$ cat src/rtl/apb_master_bridge_if.sv
// Bundle of the command/response handshake and the APB3 bus seen by apb_master_bridge.
// The master modport is the bridge side. The slave modport is the command source plus the APB slaves.
interface apb_master_bridge_if #(
  parameter int NUM_SLAVES = 4
);
  // Command channel
  logic                       cmd_valid;
  logic                       cmd_ready;
  logic                       cmd_write;
  logic [31:0]                cmd_addr;
  logic [31:0]                cmd_wdata;

  // Response channel
  logic                       rsp_valid;
  logic [31:0]                rsp_rdata;
  logic                       rsp_err;
  logic                       rsp_timeout;

  // APB3 bus
  logic [NUM_SLAVES-1:0]      psel;
  logic                       penable;
  logic                       pwrite;
  logic [31:0]                paddr;
  logic [31:0]                pwdata;
  logic [NUM_SLAVES*32-1:0]   prdata;
  logic [NUM_SLAVES-1:0]      pready;
  logic [NUM_SLAVES-1:0]      pslverr;

  modport master (
    input  cmd_valid, cmd_write, cmd_addr, cmd_wdata,
    input  prdata, pready, pslverr,
    output cmd_ready,
    output rsp_valid, rsp_rdata, rsp_err, rsp_timeout,
    output psel, penable, pwrite, paddr, pwdata
  );

  modport slave (
    output cmd_valid, cmd_write, cmd_addr, cmd_wdata,
    output prdata, pready, pslverr,
    input  cmd_ready,
    input  rsp_valid, rsp_rdata, rsp_err, rsp_timeout,
    input  psel, penable, pwrite, paddr, pwdata
  );
endinterface

$ cat src/rtl/apb_master_bridge.sv
// Single APB3 master: turns valid/ready commands into SETUP/ACCESS transfers on one of NUM_SLAVES.
// Handles wait states, slave errors, decode errors and a bounded-wait timeout, with one response per command.
module apb_master_bridge #(
  parameter int NUM_SLAVES     = 4,
  parameter int SLAVE_ADDR_LSB = 12,
  parameter int TIMEOUT_CYCLES = 16
) (
  input  logic                pclk,
  input  logic                presetn,
  apb_master_bridge_if.master bus
);

  localparam int IDX_W = (NUM_SLAVES > 1) ? $clog2(NUM_SLAVES) : 1;
  localparam int CNT_W = (TIMEOUT_CYCLES > 0) ? $clog2(TIMEOUT_CYCLES + 1) : 1;
  localparam logic [CNT_W:0] TIMEOUT_VAL = (CNT_W + 1)'(TIMEOUT_CYCLES);

  typedef enum logic [1:0] {
    IDLE,
    SETUP,
    ACCESS,
    DECERR
  } state_t;

  state_t            state;
  state_t            state_next;

  logic [IDX_W-1:0]  sel_idx;
  logic [CNT_W-1:0]  wait_cnt;
  logic              pwrite_q;
  logic [31:0]       paddr_q;
  logic [31:0]       pwdata_q;

  logic              rsp_valid_q;
  logic              rsp_err_q;
  logic              rsp_timeout_q;
  logic [31:0]       rsp_rdata_q;

  // Address decode
  // Every address bit above the index field takes part in the decode.
  // An address above the last slave is therefore rejected and does not alias onto a lower slave.
  logic [31:0]       cmd_slot;
  logic [IDX_W-1:0]  cmd_idx;
  logic              cmd_in_range;

  always_comb begin
    cmd_slot     = bus.cmd_addr >> SLAVE_ADDR_LSB;
    cmd_idx      = IDX_W'(cmd_slot);
    cmd_in_range = (cmd_slot < 32'(NUM_SLAVES));
  end

  // Mux the returns of the selected slave
  logic              sel_ready;
  logic              sel_err;
  logic [31:0]       sel_rdata;

  always_comb begin
    sel_ready = bus.pready[sel_idx];
    sel_err   = bus.pslverr[sel_idx];
    sel_rdata = bus.prdata[32*int'(sel_idx) +: 32];
  end

  // Wait-state timeout
  logic [CNT_W:0]    cnt_inc;
  logic              timeout_hit;

  always_comb begin
    cnt_inc     = {1'b0, wait_cnt} + (CNT_W + 1)'(1);
    timeout_hit = (TIMEOUT_CYCLES != 0) && (cnt_inc == TIMEOUT_VAL);
  end

  // Next-state logic and response values
  logic              rsp_fire;
  logic              rsp_err_d;
  logic              rsp_timeout_d;
  logic [31:0]       rsp_rdata_d;

  // NOTE: every signal written here gets a default first, so no path can infer a latch.
  always_comb begin
    state_next    = state;
    rsp_fire      = 1'b0;
    rsp_err_d     = 1'b0;
    rsp_timeout_d = 1'b0;
    rsp_rdata_d   = '0;
    case (state)
      IDLE: begin
        if (bus.cmd_valid) begin
          state_next = cmd_in_range ? SETUP : DECERR;
        end
      end
      SETUP: begin
        state_next = ACCESS;
      end
      ACCESS: begin
        // Completion on the same edge as the timeout takes priority.
        if (sel_ready) begin
          state_next  = IDLE;
          rsp_fire    = 1'b1;
          rsp_err_d   = sel_err;
          rsp_rdata_d = (!pwrite_q && !sel_err) ? sel_rdata : '0;
        end else if (timeout_hit) begin
          state_next    = IDLE;
          rsp_fire      = 1'b1;
          rsp_err_d     = 1'b1;
          rsp_timeout_d = 1'b1;
        end
      end
      DECERR: begin
        state_next = IDLE;
        rsp_fire   = 1'b1;
        rsp_err_d  = 1'b1;
      end
      default: begin
        state_next = IDLE;
      end
    endcase
  end

  // State register
  // NOTE: sequential state uses non-blocking assignments only, so all flops update together at the edge.
  always_ff @(posedge pclk or negedge presetn) begin
    if (!presetn) begin
      state <= IDLE;
    end else begin
      state <= state_next;
    end
  end

  // Command capture, wait counter and response registers
  always_ff @(posedge pclk or negedge presetn) begin
    if (!presetn) begin
      sel_idx       <= '0;
      wait_cnt      <= '0;
      pwrite_q      <= 1'b0;
      paddr_q       <= '0;
      pwdata_q      <= '0;
      rsp_valid_q   <= 1'b0;
      rsp_err_q     <= 1'b0;
      rsp_timeout_q <= 1'b0;
      rsp_rdata_q   <= '0;
    end else begin
      rsp_valid_q <= rsp_fire;
      if (rsp_fire) begin
        rsp_err_q     <= rsp_err_d;
        rsp_timeout_q <= rsp_timeout_d;
        rsp_rdata_q   <= rsp_rdata_d;
      end

      // A decode error leaves the bus registers untouched, so the bus stays quiet.
      if (state == IDLE && bus.cmd_valid) begin
        sel_idx <= cmd_idx;
        if (cmd_in_range) begin
          pwrite_q <= bus.cmd_write;
          paddr_q  <= bus.cmd_addr;
          pwdata_q <= bus.cmd_write ? bus.cmd_wdata : '0;
        end
      end

      if (state == SETUP) begin
        wait_cnt <= '0;
      end else if (state == ACCESS && !sel_ready && wait_cnt != '1) begin
        wait_cnt <= wait_cnt + CNT_W'(1);
      end
    end
  end

  // Bus outputs
  // Select and enable are decoded from the state register.
  // An asynchronous reset therefore drops them at once.
  logic bus_active;

  always_comb begin
    bus_active = (state == SETUP) || (state == ACCESS);
  end

  assign bus.psel        = bus_active ? (NUM_SLAVES'(1) << sel_idx) : '0;
  assign bus.penable     = (state == ACCESS);
  assign bus.pwrite      = pwrite_q;
  assign bus.paddr       = paddr_q;
  assign bus.pwdata      = pwdata_q;
  assign bus.cmd_ready   = (state == IDLE);
  assign bus.rsp_valid   = rsp_valid_q;
  assign bus.rsp_rdata   = rsp_rdata_q;
  assign bus.rsp_err     = rsp_err_q;
  assign bus.rsp_timeout = rsp_timeout_q;

endmodule

$ cat src/flat_wrapper.sv
// flat-port wrapper written by rule: the top's interface ports become plain ports
module apb_master_bridge_flat 
#(
  parameter int NUM_SLAVES     = 4,
  parameter int SLAVE_ADDR_LSB = 12,
  parameter int TIMEOUT_CYCLES = 16
)
  (pclk, presetn, bus_cmd_valid, bus_cmd_write, bus_cmd_addr, bus_cmd_wdata, bus_prdata, bus_pready, bus_pslverr, bus_cmd_ready, bus_rsp_valid, bus_rsp_rdata, bus_rsp_err, bus_rsp_timeout, bus_psel, bus_penable, bus_pwrite, bus_paddr, bus_pwdata);
  apb_master_bridge_if #(.NUM_SLAVES(NUM_SLAVES)) bus_i ();
  input  logic pclk;
  input  logic presetn;
  input wire logic [$bits(bus_i.cmd_valid)-1:0] bus_cmd_valid;
  input wire logic [$bits(bus_i.cmd_write)-1:0] bus_cmd_write;
  input wire logic [$bits(bus_i.cmd_addr)-1:0] bus_cmd_addr;
  input wire logic [$bits(bus_i.cmd_wdata)-1:0] bus_cmd_wdata;
  input wire logic [$bits(bus_i.prdata)-1:0] bus_prdata;
  input wire logic [$bits(bus_i.pready)-1:0] bus_pready;
  input wire logic [$bits(bus_i.pslverr)-1:0] bus_pslverr;
  output wire logic [$bits(bus_i.cmd_ready)-1:0] bus_cmd_ready;
  output wire logic [$bits(bus_i.rsp_valid)-1:0] bus_rsp_valid;
  output wire logic [$bits(bus_i.rsp_rdata)-1:0] bus_rsp_rdata;
  output wire logic [$bits(bus_i.rsp_err)-1:0] bus_rsp_err;
  output wire logic [$bits(bus_i.rsp_timeout)-1:0] bus_rsp_timeout;
  output wire logic [$bits(bus_i.psel)-1:0] bus_psel;
  output wire logic [$bits(bus_i.penable)-1:0] bus_penable;
  output wire logic [$bits(bus_i.pwrite)-1:0] bus_pwrite;
  output wire logic [$bits(bus_i.paddr)-1:0] bus_paddr;
  output wire logic [$bits(bus_i.pwdata)-1:0] bus_pwdata;
  assign bus_i.cmd_valid = bus_cmd_valid;
  assign bus_i.cmd_write = bus_cmd_write;
  assign bus_i.cmd_addr = bus_cmd_addr;
  assign bus_i.cmd_wdata = bus_cmd_wdata;
  assign bus_i.prdata = bus_prdata;
  assign bus_i.pready = bus_pready;
  assign bus_i.pslverr = bus_pslverr;
  assign bus_cmd_ready = bus_i.cmd_ready;
  assign bus_rsp_valid = bus_i.rsp_valid;
  assign bus_rsp_rdata = bus_i.rsp_rdata;
  assign bus_rsp_err = bus_i.rsp_err;
  assign bus_rsp_timeout = bus_i.rsp_timeout;
  assign bus_psel = bus_i.psel;
  assign bus_penable = bus_i.penable;
  assign bus_pwrite = bus_i.pwrite;
  assign bus_paddr = bus_i.paddr;
  assign bus_pwdata = bus_i.pwdata;
  apb_master_bridge #(.NUM_SLAVES(NUM_SLAVES), .SLAVE_ADDR_LSB(SLAVE_ADDR_LSB), .TIMEOUT_CYCLES(TIMEOUT_CYCLES)) u_core (.pclk(pclk), .presetn(presetn), .bus(bus_i));
endmodule
$ cat config.mk
export PLATFORM = sky130hd
export DESIGN_NAME = apb_master_bridge_flat
export DESIGN_NICKNAME = d
export VERILOG_FILES = /design/src/rtl/apb_master_bridge_if.sv /design/src/rtl/apb_master_bridge.sv /design/src/flat_wrapper.sv
export SDC_FILE = /design/constraint.sdc
export NUM_CORES = 1
export LEC_CHECK = 0
export BUFFER_PORTS_ARGS = -buffer_cell sky130_fd_sc_hd__buf_2
export CAP_MARGIN = 0
export CORE_MARGIN = 5
export CORE_UTILIZATION = 45
export CTS_BUF_LIST = sky130_fd_sc_hd__clkbuf_4
export CTS_CLUSTER_DIAMETER = 80
export CTS_CLUSTER_SIZE = 12
export DETAILED_ROUTE_END_ITERATION = 8
export PLACE_DENSITY_LB_ADDON = 0.25
export SYNTH_ARGS = -nofsm -noshare
export SYNTH_HDL_FRONTEND = slang
export SYNTH_SLANG_ARGS = --single-unit
$ cat constraint.sdc
create_clock -name pclk -period 2.7 [get_ports pclk]
set_input_delay 0.27 -clock pclk [delete_from_list [all_inputs] [get_ports pclk]]
set_output_delay 0.27 -clock pclk [all_outputs]
set_load 0.03 [all_outputs]
# ---- Word level (Yosys, flattened, before mapping)
# Cells that the tools add are included.
dict set report totals {
  inputBits 204
  output_inout_bits 106
  ff_bits 109
  elab_cells 58
}
dict set report op_classes {
  n_reduce_logical 12
  n_eq_ne 7
  n_lt_le_gt_ge 2
  addsub 2
  n_mux 23
  n_shift 2
}
# cell count
set op_table {}
lappend op_table {{$mux W32} 4}
lappend op_table {{$shiftx A128 B8 Y32} 1}
lappend op_table {{$lt A20 B3 Y1 const B} 1}
lappend op_table {{$mux W5} 2}
lappend op_table {{$mux W2} 4}
lappend op_table {{$pmux W2 S4} 1}
lappend op_table {{$mux W1} 7}
lappend op_table {{$add A5 B1 Y6 const B} 1}
lappend op_table {{$eq A6 B5 Y1 const B} 1}
lappend op_table {{$add A5 B1 Y5 const B} 1}
lappend op_table {{$ne A5 B5 Y1 const B} 1}
lappend op_table {{$bmux W1 S2} 2}
lappend op_table {{$eq A2 B2 Y1 const B} 2}
lappend op_table {{$logic_and A1 B1 Y1} 4}
lappend op_table {{$mux W4} 1}
lappend op_table {{$pmux W1 S2} 2}
lappend op_table {{$reduce_and A2 Y1} 2}
lappend op_table {{$shl A1 B2 Y4 const A} 1}
lappend op_table {{$logic_not A1 Y1} 3}
lappend op_table {{$lt A2 B3 Y1 const B} 1}
lappend op_table {{$ne A3 B1 Y1 const B} 1}
lappend op_table {{$eq A2 B1 Y1 const B} 1}
lappend op_table {{$logic_not A2 Y1} 1}
lappend op_table {{$ne A2 B2 Y1 const B} 1}
lappend op_table {{other kinds (2)} 2}

# ---- Depth between registers and ports, before layout
dict set report depth {
  ltp_word 7
  depth_mapped 8
  mapped_depth_nobuf 8
}

# ---- Worst setup path after synthesis
# Ideal clock, no wire load.
dict set report synth_timing {
  kind {reg2reg}
  start {register u_core.state[0]}
  end {register u_core.paddr_q[12], in the netlist u_core.bus.paddr[12]}
  path_slack_ns 0.470
  t_arrival_ns 2.105
  required_ns 2.575
  path_buffers 1
  period_less_slack_ns 2.230
  setup_ns 0.125
  stages_incl_launch_ff 8
  path_cell_list {dfrtp_1 -> inv_1 -> ha_1 -> nand2_1 -> or4_4 -> nor2_4 -> buf_6 -> mux2_2}
}
dict set report synth_between {
  elab_chain_len 3
}
# element line
set synth_rtl {}
lappend synth_rtl {{start, declared} apb_master_bridge.sv:24} ;# state_t state;
lappend synth_rtl {{start signal, assigned} apb_master_bridge.sv:124} ;# state <= state_next;
lappend synth_rtl {{$logic_not A2 Y1} n/a}
lappend synth_rtl {{via bus_cmd_ready} flat_wrapper.sv:19} ;# output wire logic [$bits(bus_i.cmd_ready)-1:0] bus_cmd_ready;
lappend synth_rtl {{$logic_and A1 B1 Y1} apb_master_bridge.sv:149} ;# if (state == IDLE && bus.cmd_valid) begin
lappend synth_rtl {{$reduce_and A2 Y1 (no line)} n/a}
lappend synth_rtl {{end signal, assigned} apb_master_bridge.sv:153} ;# paddr_q <= bus.cmd_addr;
lappend synth_rtl {{end, declared} apb_master_bridge.sv:30} ;# logic [31:0] paddr_q;
# The timed path passes the listed nets, and every way through them passes these cells.
# A chain may end at the register's enable or synchronous reset.

# ---- Final worst setup path
dict set report layout_timing {
  start {register u_core.wait_cnt[0]}
  end {register u_core.rsp_rdata_q[15], in the netlist u_core.bus.rsp_rdata[15]}
}
dict set report layout_between {
  elab_chain_len 5
}
# element line
set layout_rtl {}
lappend layout_rtl {{start, declared} apb_master_bridge.sv:28} ;# logic [CNT_W-1:0] wait_cnt;
lappend layout_rtl {{start signal, assigned} apb_master_bridge.sv:161} ;# wait_cnt <= wait_cnt + CNT_W'(1);
lappend layout_rtl {{$add A5 B1 Y6} apb_master_bridge.sv:67} ;# cnt_inc = {1'b0, wait_cnt} + (CNT_W + 1)'(1);
lappend layout_rtl {{$eq A6 B5 Y1} apb_master_bridge.sv:68} ;# timeout_hit = (TIMEOUT_CYCLES != 0) && (cnt_inc == TIMEOUT_VAL);
lappend layout_rtl {{$mux W1} apb_master_bridge.sv:100} ;# end else if (timeout_hit) begin
lappend layout_rtl {{$mux W1} apb_master_bridge.sv:95} ;# if (sel_ready) begin
lappend layout_rtl {{$pmux W1 S2} apb_master_bridge.sv:84} ;# case (state)
lappend layout_rtl {{end signal, assigned} apb_master_bridge.sv:145} ;# rsp_rdata_q <= rsp_rdata_d;
lappend layout_rtl {{end, declared} apb_master_bridge.sv:36} ;# logic [31:0] rsp_rdata_q;
# No other way between the ends.

==> results.cfg <==
[final_layout]
finish.utilization_pct = 63.28
final_nets = 972
syn_to_final_growth_pct = 39.32
num-fill-cells = 977
drive_gt1_share_pct = 50.72

[timing]
fin_crit_ns = 2.272
finalHoldViolCount = 0
setup_tns_ns = 0
fmax_mhz = 440.2
setup_viol = 0
slew_viol_final = 0
rsz0062_at_grt = false
max_slew_margin_pct = 53.75
fin_worst_skew_ns = 0.01190
fin_crit_sh_pct = 84.14
worst_pin_slew_ns = 0.6938

[detailed_routing]
postRouteAntennaNets = 0
wl_met3_um = 1305
first_pass_iters = 4
drt_iter0_drc = 342
viasPerCell = 5.214
routed_wl_um = 16180
top_layer_used = met4
drc = 0
num_vias = 4771
m1WireLength_um = 6439
wl_per_cell_um = 17.69
met2_length_um = 8166

[placement]
dp_hpwl_um = 12450
port_buffers = 309
gp_congestion = 0.9218

[grt]
grt_antenna_before_repair = 1
grt_pass1_vias = 4923
grt_start_max_net_pins = 66
grt_pass1_wl_um = 25660
gr-total-overflow = 0
grt_usage_pct = 22.67

[worst_setup_path]
cp_slowest_cell = dfrtp_1
path_cells = ha_1 -> and3_1 -> ha_1 -> and4_1 -> o21ai_0 -> nor3b_4 -> buf_4 -> o2bb2ai_1
worst_ep_required_time_ns = 3.08
path_delay_family = adder cells
cp-startpoint = u_core.wait_cnt[0]
rr_worst_depth = 8
crit_path_start_kind = flip-flop
worstSetupEndpoint = u_core.bus.rsp_rdata[15]
slowest_delay_ns = 0.46
path_max_fanout = 32
worst-path-buf-inv = 1
worstSetupPathType = reg2reg
r2r-start = u_core.wait_cnt[0]
cp.arrival_ns = 2.65
critPathMostFrequentCell = ha_1
rr_endpoint = u_core.bus.rsp_rdata[15]
r2r_setup_slack_ns = 0.43
endpoint_kind = flip-flop
critical_path_depth = 8

[power_and_ir_drop]
p_leak_nw = 4.065
peakVddDrop_mv = 1.109
p_per_area_nw_per_um2 = 760.3

[cts]
cts_resized = 0
cts_tree = done
clock_latency_ns = 0.45
cts_max_level = 3
path_clk_slew_ns = 0.15
clock_sinks = 109
numCtsBuffers = 9
clk_path_buf_depth = 2
clock-root-buffer = clkbuf_4

[synth]
synth_top_area_cell = dfrtp_1
netlist_area_um2 = 5388
synth.most_common_cell = dfrtp_1
synthTopCellsByArea = dfrtp_1 51%, mux4_2 14%, o2bb2ai_1 5.2%, o31ai_1 4.6%, mux2_4 2.8%
yosysUniqueCellTypes = 42
synth_common_cells = 109 x dfrtp_1, 37 x inv_1, 37 x nand2_1, 34 x mux4_2, 33 x o31ai_1
async_flop_share_pct = 100.0
synth_edf_count = 0
synth_nets = 647
yosysWarnings = 0
ys_seq_area_share_pct = 50.63
synthFlopType = dfrtp_1
yosysTopAreaCellShare_pct = 50.63
synthCells = 437
synth_area_per_cell_um2 = 12.33
ys_ff_latch = 109

[die]
die_area_um2 = 14260
die_x_um = 119.4
die_height_um = 119.4
core_um2 = 11860
start_util_pct = 45.42
rows = 40
io_pins = 310

[run]
max-cap-violations = 0

[outcome]
status = completed

[worst_hold_path]
hp-class = in2reg
-- where the power goes --
part | internal, W | total [W] | switching, W
Sequential | 0.00190 | 0.00207 | 0.000170
Combinational | 0.00115 | 0.00275 | 0.00159
Clock | 0.000393 | 0.000889 | 0.000496
Total | 0.00345 | 0.00571 | 0.00226
-- worst min path at each step --
stage                     slack, ns               endpoint              start  depth (start not counted)
after floorplan               -0.03    u_core.bus.paddr[0]            presetn                          0
after CTS                    0.0007   u_core.bus.pwdata[8]   bus_cmd_wdata[8]                          3
after global routing         0.0007   u_core.bus.pwdata[5]   bus_cmd_wdata[5]                          3
after global placement         0.34  u_core.bus.pwdata[26]            presetn                          1
after detailed placement       0.36  u_core.bus.pwdata[26]            presetn                          1
final                          0.05  u_core.bus.pwdata[30]  bus_cmd_wdata[30]                          3
-- final cells by class --
cell class / count / area, µm² / share of cell area [%]
Timing Repair Buffer: 349 / 1954 / 26.04
Sequential cell: 109 / 2729 / 36.36
Multi-Input combinational cell: 256 / 2340 / 31.17
Tap cell: 147 / 183.9 / 2.450
Clock inverter: 5 / 75.07 / 1.000
Clock buffer: 11 / 82.58 / 1.100
Inverter: 37 / 138.9 / 1.850
Antenna cell: 1 / 2.502 / 0.03334
-- layer usage --
metal | up-vias | track usage (%)
met2 | 205 | 36.77
li1 | 2240 | -
met4 | 0 | 7.015
met5 | - | 0
met1 | 2306 | 29.29
met3 | 20 | 6.980
-- cells in the final DEF (no fill, tap or decap), types with 10 or more instances in the layout --
master / n
buf_2: 308
dfrtp_1: 108
inv_1: 37
nand2_1: 37
mux4_2: 34
o31ai_1: 33
o2bb2ai_1: 32
dlygate4sd3_1: 32
o21ai_0: 30
nor2b_1: 22
clkbuf_4: 11
mux2_4: 10
-- repair_timing --
action,in CTS,in global routing
endpoints found under the hold margin,77,6
setup buffers,0,0
hold buffers,26,6
setup endpoints to repair,0,0
-- through the flow --
stage / total power (W) / setup WS, ns / hold slack, ns / instances / instance area (µm²)
after detailed placement: 0.004838 / 0.4561 / 0.3566 / 866 / 7025
after floorplan: 0.004039 / 0.4700 / -0.02559 / 437 / 5388
final: 0.005707 / 0.4282 / 0.05239 / 915 / 7506
after global routing: 0.006089 / 0.2393 / 0.0006935 / 915 / 7506
after global placement: 0.004760 / 0.5061 / 0.3386 / 866 / 7025
after CTS: 0.005777 / 0.4186 / 0.0006655 / 908 / 7443
-- worst reg2reg max path, cell delays in order, from the launching register on --
cell and delay (ns):
dfrtp_1 0.46, ha_1 0.26, and3_1 0.16, ha_1 0.30
and4_1 0.16, o21ai_0 0.10, nor3b_4 0.24, buf_4 0.36
o2bb2ai_1 0.18
-- sequential cells by signal, summed over array words and instances (netlist names) --
| register | cells |
|---|---|
| u_core.bus.paddr | 32 |
| u_core.bus.pwdata | 32 |
| u_core.bus.rsp_rdata | 32 |
| u_core.wait_cnt | 5 |
| u_core.sel_idx | 2 |
| u_core.state | 2 |
| u_core.bus.pwrite | 1 |
| u_core.bus.rsp_err | 1 |
| u_core.bus.rsp_timeout | 1 |
| u_core.bus.rsp_valid | 1 |
-- kinds of logic after synthesis --
logic type / after synthesis / synth area share, %
buffers and inverters: 72 / 6.154
adders and majority gates: 6 / 1.393
DFF: 109 / 50.63
and+or+nand+nor: 86 / 8.523
AOI/OAI and AO/OA: 110 / 14.35
xor gates and xnor gates: 3 / 0.4878
muxes: 51 / 18.46
Power figures use the tool's default switching activity.
